===== config.mk =====
export PLATFORM = sky130hd
export DESIGN_NAME = trace_packer
export DESIGN_NICKNAME = d
export VERILOG_FILES = /design/src/rtl/trace_packer.sv
export SDC_FILE = /design/constraint.sdc
export NUM_CORES = 1
export LEC_CHECK = 0
export BUFFER_PORTS_ARGS = -buffer_cell sky130_fd_sc_hd__buf_2
export CAP_MARGIN = 5
export CORE_MARGIN = 10
export CORE_UTILIZATION = 54
export DETAILED_ROUTE_END_ITERATION = 12
export GPL_TIMING_DRIVEN = 0
export PLACE_DENSITY = 0.73
export SLEW_MARGIN = 20
export SYNTH_ARGS = -nofsm -noshare
export SYNTH_HDL_FRONTEND = slang
export SYNTH_SLANG_ARGS = --single-unit

===== constraint.sdc =====
create_clock -name FPGA_CLK_I -period 3.95 [get_ports FPGA_CLK_I]
set_input_delay 0.395 -clock FPGA_CLK_I [delete_from_list [all_inputs] [get_ports FPGA_CLK_I]]
set_output_delay 0.395 -clock FPGA_CLK_I [all_outputs]
set_load 0.05 [all_outputs]

===== src/rtl/trace_packer.sv =====
// trace_packer: packs 2**NTRACE-bit trace samples into WIDTH-bit memory words.
// Words are delivered through a valid/ready store handshake.
//
// Capture adds sample decimation and a configurable trigger (edge or level, either polarity).
// After the trigger, a delay counter captures a set number of further samples, then any
// partial word is flushed. A sticky flag records completed words dropped under backpressure.
//
// Ports:
//   FPGA_CLK_I    sole clock
//   RST_I         asynchronous active-high reset
//   EN_I          capture enable; low freezes sampling and counters
//   ARM_I         one-cycle pulse; latches configuration and (re)starts capture
//   NTRACE_I      log2 of traces per sample (latched on ARM_I)
//   TRIG_MODE_I   bit1: 0=edge 1=level; bit0: 0=rising/high 1=falling/low (latched on ARM_I)
//   DELAY_I       samples captured after trigger before flush (latched on ARM_I)
//   DECIM_I       sample every DECIM_I+1 enabled cycles (latched on ARM_I)
//   FPGA_TRIG_I   trigger input
//   FPGA_TRACE_I  trace input; only the low 2**NTRACE bits are used
//   DATA_O        word to memory
//   VALID_O       DATA_O valid
//   READY_I       memory accepts word
//   EVENT_POS_O   bit position of the trigger within its word
//   TRIG_SEEN_O   sticky: trigger detected
//   TRG_EVENT_O   sticky: delay expired
//   DONE_O        capture finished, last word accepted
//   OVERFLOW_O    sticky: completed word dropped
//   FPGA_TRIG_O   copy of TRG_EVENT_O for daisy-chaining
module trace_packer #(
    parameter int unsigned WIDTH       = 32,
    parameter int unsigned MAX_TRACES  = 8,
    parameter int unsigned NTRACE_BITS = $clog2($clog2(MAX_TRACES) + 1),
    parameter int unsigned DELAY_BITS  = 16,
    parameter int unsigned DECIM_BITS  = 8
) (
    input  logic                     FPGA_CLK_I,
    input  logic                     RST_I,
    input  logic                     EN_I,
    input  logic                     ARM_I,
    input  logic [NTRACE_BITS-1:0]   NTRACE_I,
    input  logic [1:0]               TRIG_MODE_I,
    input  logic [DELAY_BITS-1:0]    DELAY_I,
    input  logic [DECIM_BITS-1:0]    DECIM_I,
    input  logic                     FPGA_TRIG_I,
    input  logic [MAX_TRACES-1:0]    FPGA_TRACE_I,
    output logic [WIDTH-1:0]         DATA_O,
    output logic                     VALID_O,
    input  logic                     READY_I,
    output logic [$clog2(WIDTH)-1:0] EVENT_POS_O,
    output logic                     TRIG_SEEN_O,
    output logic                     TRG_EVENT_O,
    output logic                     DONE_O,
    output logic                     OVERFLOW_O,
    output logic                     FPGA_TRIG_O
);

    localparam int unsigned PosBits   = $clog2(WIDTH);
    localparam int unsigned MaxNtrace = $clog2(MAX_TRACES);

    typedef enum logic [2:0] {
        StIdle,
        StArmed,
        StDelay,
        StFlush,
        StWait,
        StDone
    } state_e;

    state_e                 state_q, state_d;
    logic [NTRACE_BITS-1:0] ntrace_q, ntrace_d;
    logic [1:0]             trig_mode_q, trig_mode_d;
    logic [DELAY_BITS-1:0]  delay_q, delay_d;
    logic [DECIM_BITS-1:0]  decim_q, decim_d;
    logic [PosBits-1:0]     pos_q, pos_d;
    logic [DECIM_BITS-1:0]  decim_cnt_q, decim_cnt_d;
    logic [DELAY_BITS-1:0]  delay_cnt_q, delay_cnt_d;
    logic [WIDTH-1:0]       trace_q, trace_d;
    logic                   trig_prev_q, trig_prev_d;
    logic [WIDTH-1:0]       data_q, data_d;
    logic                   valid_q, valid_d;
    logic [PosBits-1:0]     event_pos_q, event_pos_d;
    logic                   trig_seen_q, trig_seen_d;
    logic                   trg_event_q, trg_event_d;
    logic                   overflow_q, overflow_d;

    logic [PosBits:0]       num;
    logic [MAX_TRACES-1:0]  sample_mask;
    logic [WIDTH-1:0]       field_mask;
    logic [WIDTH-1:0]       sample_w;
    logic [WIDTH-1:0]       trace_ins;
    logic                   word_last;
    logic                   load_ok;
    logic                   capturing;
    logic                   strobe;
    logic                   trig_hit;

    // Datapath helpers derived from the latched configuration
    always_comb begin
        num = (PosBits + 1)'(1) << ntrace_q;
        for (int i = 0; i < MAX_TRACES; i++) begin
            sample_mask[i] = ((PosBits + 1)'(i) < num);
        end
        field_mask = WIDTH'(sample_mask);
        sample_w   = WIDTH'(FPGA_TRACE_I & sample_mask);
        // Clear the target field before inserting so stale bits can never leak in
        trace_ins  = (trace_q & ~(field_mask << pos_q)) | (sample_w << pos_q);
        word_last  = (({1'b0, pos_q} + num) == (PosBits + 1)'(WIDTH));
        load_ok    = !valid_q || READY_I;
        capturing  = (state_q == StArmed) || (state_q == StDelay);
        strobe     = EN_I && capturing && (decim_cnt_q == '0);
        // Edge modes additionally require a change since the previous cycle
        trig_hit   = (trig_mode_q[1] || (FPGA_TRIG_I != trig_prev_q)) &&
                     (FPGA_TRIG_I == !trig_mode_q[0]);
    end

    // Next-state logic
    always_comb begin
        state_d     = state_q;
        ntrace_d    = ntrace_q;
        trig_mode_d = trig_mode_q;
        delay_d     = delay_q;
        decim_d     = decim_q;
        pos_d       = pos_q;
        decim_cnt_d = decim_cnt_q;
        delay_cnt_d = delay_cnt_q;
        trace_d     = trace_q;
        trig_prev_d = FPGA_TRIG_I;
        data_d      = data_q;
        valid_d     = valid_q;
        event_pos_d = event_pos_q;
        trig_seen_d = trig_seen_q;
        trg_event_d = trg_event_q;
        overflow_d  = overflow_q;

        // Handshake retires the current word; a new load below overrides this
        if (valid_q && READY_I) begin
            valid_d = 1'b0;
        end

        if (ARM_I) begin
            // Out-of-range sample widths saturate to the widest supported sample
            if (NTRACE_I > NTRACE_BITS'(MaxNtrace)) begin
                ntrace_d = NTRACE_BITS'(MaxNtrace);
            end else begin
                ntrace_d = NTRACE_I;
            end
            trig_mode_d = TRIG_MODE_I;
            delay_d     = DELAY_I;
            decim_d     = DECIM_I;
            pos_d       = '0;
            decim_cnt_d = '0;
            delay_cnt_d = '0;
            trace_d     = '0;
            event_pos_d = '0;
            trig_seen_d = 1'b0;
            trg_event_d = 1'b0;
            overflow_d  = 1'b0;
            state_d     = StArmed;
        end else begin
            if (EN_I && capturing) begin
                decim_cnt_d = (decim_cnt_q == decim_q) ? '0 : decim_cnt_q + 1'b1;
            end

            if (strobe) begin
                if (word_last) begin
                    pos_d   = '0;
                    trace_d = '0;
                    if (load_ok) begin
                        data_d  = trace_ins;
                        valid_d = 1'b1;
                    end else begin
                        overflow_d = 1'b1;
                    end
                end else begin
                    pos_d   = pos_q + num[PosBits-1:0];
                    trace_d = trace_ins;
                end
            end

            unique case (state_q)
                StIdle: begin
                end
                StArmed: begin
                    if (trig_hit) begin
                        event_pos_d = pos_q;
                        trig_seen_d = 1'b1;
                        if (delay_q == '0) begin
                            state_d = StFlush;
                        end else begin
                            state_d     = StDelay;
                            delay_cnt_d = delay_q;
                        end
                    end
                end
                StDelay: begin
                    if (strobe) begin
                        delay_cnt_d = delay_cnt_q - 1'b1;
                        if (delay_cnt_q == DELAY_BITS'(1)) begin
                            state_d = StFlush;
                        end
                    end
                end
                StFlush: begin
                    // The partial word is never dropped: hold here until it can load
                    if (pos_q != '0) begin
                        if (load_ok) begin
                            data_d  = trace_q;
                            valid_d = 1'b1;
                            pos_d   = '0;
                            trace_d = '0;
                            state_d = StWait;
                        end
                    end else begin
                        state_d = StWait;
                    end
                end
                StWait: begin
                    if (!valid_q) begin
                        state_d = StDone;
                    end
                end
                StDone: begin
                end
                default: begin
                    state_d = StIdle;
                end
            endcase

            if ((state_d == StFlush) && (state_q != StFlush)) begin
                trg_event_d = 1'b1;
            end
        end
    end

    always_ff @(posedge FPGA_CLK_I or posedge RST_I) begin
        if (RST_I) begin
            state_q     <= StIdle;
            ntrace_q    <= '0;
            trig_mode_q <= '0;
            delay_q     <= '0;
            decim_q     <= '0;
            pos_q       <= '0;
            decim_cnt_q <= '0;
            delay_cnt_q <= '0;
            trace_q     <= '0;
            trig_prev_q <= 1'b0;
            data_q      <= '0;
            valid_q     <= 1'b0;
            event_pos_q <= '0;
            trig_seen_q <= 1'b0;
            trg_event_q <= 1'b0;
            overflow_q  <= 1'b0;
        end else begin
            state_q     <= state_d;
            ntrace_q    <= ntrace_d;
            trig_mode_q <= trig_mode_d;
            delay_q     <= delay_d;
            decim_q     <= decim_d;
            pos_q       <= pos_d;
            decim_cnt_q <= decim_cnt_d;
            delay_cnt_q <= delay_cnt_d;
            trace_q     <= trace_d;
            trig_prev_q <= trig_prev_d;
            data_q      <= data_d;
            valid_q     <= valid_d;
            event_pos_q <= event_pos_d;
            trig_seen_q <= trig_seen_d;
            trg_event_q <= trg_event_d;
            overflow_q  <= overflow_d;
        end
    end

    assign DATA_O      = data_q;
    assign VALID_O     = valid_q;
    assign EVENT_POS_O = event_pos_q;
    assign TRIG_SEEN_O = trig_seen_q;
    assign TRG_EVENT_O = trg_event_q;
    assign DONE_O      = (state_q == StDone);
    assign OVERFLOW_O  = overflow_q;
    assign FPGA_TRIG_O = trg_event_q;

endmodule


-- After elaboration in Yosys (flattened, before gate mapping)
Index checks and enable logic that the tools add are counted.
- output and inout port bits: 43
- bits in registers: 134
- input port bits: 42
- ROM bits: 0
- memories kept: 0
- bits in latches: 0
- word-level logic and storage cells: 134
- bits in writable memories: 0
- multipliers: 0
- reduce and logical (&&, ||, !) cells: 25
- $lt $le $gt $ge: 9
- shift-type cells: 3
- equality and inequality tests: 16
- div/mod/pow operators: 0
- bitwise operators: 4
- mux-type cells: 57
- $add $sub $neg: 4
- operators by type and width (cell ; number):
    32-bit two-way mux ; 12
    16-bit two-way mux ; 4
    8-bit by 5-bit << shifter with 32-bit output ; 2
    5-bit two-way mux ; 9
    32-bit AND ; 1
    32-bit inverter ; 1
    32-bit OR ; 1
    16-bit one-hot mux with 2 select lines ; 1
    3-bit by 6-bit < comparator with 1-bit output, first input constant ; 4
    3-bit two-way mux ; 8
    8-bit two-way mux ; 3
    1-bit two-way mux ; 18
    16-bit by 1-bit == test with 1-bit output, second input constant ; 1
    16-bit logical NOT ; 1
    16-bit by 1-bit subtractor with 16-bit output, second input constant ; 1
    3-bit one-hot mux with 5 select lines ; 1
    1-bit by 6-bit < comparator with 1-bit output, first input constant ; 2
    2-bit by 6-bit < comparator with 1-bit output, first input constant ; 2
    2-bit nonzero test ; 6
    3-bit by 2-bit == test with 1-bit output, second input constant ; 3
    3-bit inequality test, second input constant ; 3
    8-bit by 1-bit adder with 8-bit output, second input constant ; 1
    8-bit AND ; 1
    8-bit == test ; 1
    23 further kinds ; 31

-- Longest topological paths before layout
- depth in word-level cells: 12
- mapped depth: 13
- gate-level depth less buffers: 9

-- Worst setup path before layout
No wires, ideal clock.
- kind: register -> register
- from: register ntrace_q[1]
- to: register data_q[0], in the netlist DATA_O[0]
- stages on the path, launching flop included: 12
- arrival time: 3.095 ns
- slack: 0.730 ns
- buffers on the path: 4
- cell sequence: dfrtp_1 > clkbuf_1 > clkbuf_1 > clkbuf_1 > nor2_1 > fa_1 > xnor2_1 > and4b_1 > o2111ai_2 > a21oi_1 > buf_2 > mux2_2
- word-level cells in the longest chain between the ends: 12
- elaborated cells on any way between the ends: 23
- ends and longest elaborated chain (element ; line ; source):
    start, declared ; 69 ; logic [NTRACE_BITS-1:0] ntrace_q, ntrace_d;
    start signal, assigned ; 254 ; ntrace_q <= ntrace_d;
    1-bit by 2-bit << shifter with 6-bit output (*) ; 98 ; num = (PosBits + 1)'(1) << ntrace_q;
    1-bit by 6-bit < comparator with 1-bit output (tied with other cells) ; 100 ; sample_mask[i] = ((PosBits + 1)'(i) < num);
    8-bit by 5-bit << shifter with 32-bit output ; 105 ; trace_ins = (trace_q & ~(field_mask << pos_q)) | (sample_w << pos_q);
    32-bit inverter ; 105 ;
    32-bit AND ; 105 ;
    32-bit OR ; 105 ;
    32-bit two-way mux ; 167 ; if (load_ok) begin
    32-bit two-way mux (*) ; 164 ; if (word_last) begin
    32-bit two-way mux (*) ; 163 ; if (strobe) begin
    32-bit two-way mux ; 205 ; if (load_ok) begin
    32-bit two-way mux ; 204 ; if (pos_q != '0) begin
    32-bit two-way mux (*) ; 179 ; unique case (state_q)
    end signal, assigned ; 263 ; data_q <= data_d;
    end, declared ; 78 ; logic [WIDTH-1:0] data_q, data_d;
Mark *: on every way between the ends. The rest lies on a longest branch, timed or not.
A chain may end at the register's enable or synchronous reset.

-- Final worst setup path
- from: register ntrace_q[1]
- to: register data_q[9], in the netlist DATA_O[9]
The elaborated chain is that of the path after synthesis.

==> impl_results.md <==
- Min cycle time layout: about 3.7 ns
- Drt drc: 0
- Critical path peak fanout: 10
- Die area: 0.0198 sq mm
- Total GRT Usage: 26.3%
- PortBufs: 84
- TritonCTS Sinks: roughly 130
- CP max-delay cell: fa_1
- Final net count: 1053
- CTS tree: done
- Total CTS buffers: 17
- Tightest Pin Transition: 0.936 ns
- Slew HR: approximately 37%
- Gr ovfl total: 0
- Clk_lat worst skew: 0.43 ns
- WP depth: 11
- Placement Setup Slack: -0.197 ns
- Routed via count: between 7000 and 8000
- Register bit total from synthesis: around 130
- Worst Skew: 0.0106 ns
- Slew Viols, Final: 0
- CP Buf/Inv Count: 4
- Worst EP required: about 4.3 ns
- Root Driver: clkbuf_16
- FFs w/ async S/R, synth: between 90% and 100%
- Die width: 141 microns
- Crit start category: flop
- Post-synth top area share: 42.6%
- CP cell instances: clkbuf_2, clkbuf_2, clkbuf_2, nor2_1, fa_1, nor2b_1, and4b_1, o2111ai_2, a21oi_1, buf_2, mux2_2
- Critical path startpoint: ntrace_q[1]$_DFFE_PP0P_
- Htree depth: 4
- Max_cap viols: 0
- Commonest cells post-synth: dfrtp_1, nor2_1, nand2_1
- Yosys warning count: 0
- Routed len/inst: 21.9 microns
- # IOs: 85
- Fin util: 64.3%
- Vias/cell: about 6.4
- Post-synthesis sequential area ratio: 42.6%
- Syn Inst Count: ~900
- Core Region: around 0.014 sq mm
- Most used cell, CP: clkbuf_2
- Largest net degree at the start of global routing: 35
- FF-to-FF path depth: 11
- Setup WS post-layout: 0.221 ns
- TNS Setup: 0 ns
- Syn nets: 946
- Starting Density: 54.6%
- DR pass1 iterations: 5
- Inserted Diodes: 0
- Buffer levels on the longest clock path: 2
- First-pass GRT wire length: 41.5 mm
- Register-to-register setup slack: between 0.2 and 0.25 ns
- Final period utilization: 94.4%
- RSZ-0062 raised after global routing: false
- Initial antenna violation count: 0
- Post-CTS setup buffers: 0
- Post-synth EDFFs: 0
- Placer Congestion: around 0.95
- Die height: 141 microns
- Core Rows: 44
- DP HPWL: 19.5 mm
- Initial DRC count: around 750
- R2R Path End: DATA_O[9]$_DFFE_PP0N_
- Hold Vio Cnt, Final: 0
- Crit-path max cell delay: approximately 0.50 ns
- Synth area leader: dfrtp_1
- Arr. time, crit path: 4.04 ns
- Cell area after synthesis: just under 0.008 sq mm
- Synth Flop Type: dfrtp_1
- Final setup vio count: 0
- Clock-pin transition on the worst setup and hold timing paths: 0.06 ns
- Vias in the first global route: 7566
- Cell Pwr Density: 548 mW/mm^2
- Setup crit end kind: flop
- Fmax: 268 MHz
- Total Wirelength: 26.3 mm
- Syn Area/Cell: between 8 and 9 sq um
- Count of cell types in the netlist: 74
- Worst min path class: in2async
- Run status: finished, final reports clean
- RR Startpoint: ntrace_q[1]$_DFFE_PP0P_
- Static Leak: 4.04 nW
- Count leader, synth: dfrtp_1
- Crit path max-delay family: buffers and inverters
- Crit Path Class: reg2reg
- Area contributors post-synth: dfrtp_1, mux2_2, nor2_1, a21oi_1, o21ai_0
- Share of layout cells above drive strength 1: 18.1%
- ANT nets after route: 0
- Worst VDD drop: about 0.37 mV
- P&R area growth vs syn: 17.7%
-- routing by layer --
| metal | vias to the layer above | GRT usage (%) | wire, microns |
|---|---|---|---|
| met1 | 3698 | 32.0 | 10600 |
| li1 | 3498 | - | - |
| met5 | - | 0 | 0 |
| met4 | 0 | 12.1 | 994 |
| met3 | 66 | 5.91 | 1940 |
| met2 | 380 | 43.3 | 12700 |
-- flip-flops by register name (all words and copies together) (netlist names), 2 cells and up --
signal       flops
decim_cnt_q      8
delay_q         16
trig_mode_q      2
state_q          3
pos_q            5
trace_q         32
DATA_O          32
EVENT_POS_O      5
ntrace_q         2
delay_cnt_q     16
decim_q          8
-- worst max path at each step --
| stage | to |
|---|---|
| 6_report | DATA_O[9]$_DFFE_PP0N_ |
| 5_1_grt | DATA_O[3]$_DFFE_PP0N_ |
| 4_1_cts | DATA_O[9]$_DFFE_PP0N_ |
| 3_5_place_dp | DATA_O[9]$_DFFE_PP0N_ |
| 3_3_place_gp | DATA_O[9]$_DFFE_PP0N_ |
| 2_1_floorplan | DATA_O[0]$_DFFE_PP0N_ |
-- kinds of logic after synthesis --
| family | count (synthesis) | synth area share, % |
|---|---|---|
| XOR/XNOR | 14 | 1.56 |
| adder cells (fa/ha/maj) | 10 | 1.62 |
| flip-flops | 134 | 42.6 |
| multiplexers | 49 | 6.83 |
| buffers and inverters | 91 | 4.51 |
| AND/OR/NAND/NOR | 317 | 19.5 |
| AO/OA/AOI/OAI | 281 | 23.4 |
-- area by class of cell --
cell class                      count  area, sq um
Clock buffer                       19          453
Buffer                             64          260
Timing Repair Buffer               88          508
Clock inverter                     13          195
Fill cell                        1253         5150
Sequential cell                   134         3350
Tap cell                          184          230
Multi-Input combinational cell    671         4170
Inverter                           27          105
-- power by group --
group / leakage (nW) / switching, W / internal, W
Sequential: 1.77 / 0.000151 / 0.00155
Combinational: 1.96 / 0.00115 / 0.000493
Clock: 0.306 / 0.000637 / 0.00110
-- through the flow --
step / area (sq um) / hold slack (ns) / power, W / instances
2_1_floorplan: 7880 / 0.426 / 0.00284 / 896
3_3_place_gp: 8530 / 0.485 / 0.00331 / 1164
3_5_place_dp: 8620 / 0.492 / 0.00333 / 1168
4_1_cts: 9270 / 0.0709 / 0.00506 / 1200
5_1_grt: 9270 / 0.101 / 0.00530 / 1200
6_report: 9270 / 0.0614 / 0.00508 / 1200
-- cells in the final DEF, fill, tap and decap left out, drive strengths merged, types with 5 or more instances in the layout --
cell type | netlist | layout
nor3 | 23 | 23
o22a | 10 | 10
o22ai | 11 | 11
xnor2 | 5 | 5
nor2 | 101 | 101
mux2 | 38 | 38
nand3 | 14 | 14
a211oi | 19 | 19
or3 | 12 | 12
dfrtp | 134 | 134
a31oi | 6 | 6
and3 | 6 | 6
clkinv | 3 | 7
or2 | 5 | 5
clkbuf | 48 | 67
nand2b | 15 | 15
a221o | 9 | 9
a22oi | 20 | 20
and2 | 7 | 7
xor2 | 9 | 9
ha | 7 | 7
nor2b | 9 | 9
o21ai | 69 | 69
buf | 16 | 104
nand2 | 83 | 83
nand4 | 6 | 6
a21oi | 71 | 71
o31ai | 8 | 8
o211ai | 7 | 7
nor4 | 13 | 13
mux2i | 11 | 11
o221ai | 5 | 5
o21a | 8 | 8
inv | 24 | 25
nand3b | 6 | 6
-- what timing repair did --
item | CTS | global route
hold endpoints to repair | 0 | 0
endpoints found under the setup margin | 34 | 61
hold buffers | 0 | 0
gates resized for setup | 2 | 6
Power figures use the tool's default switching activity.
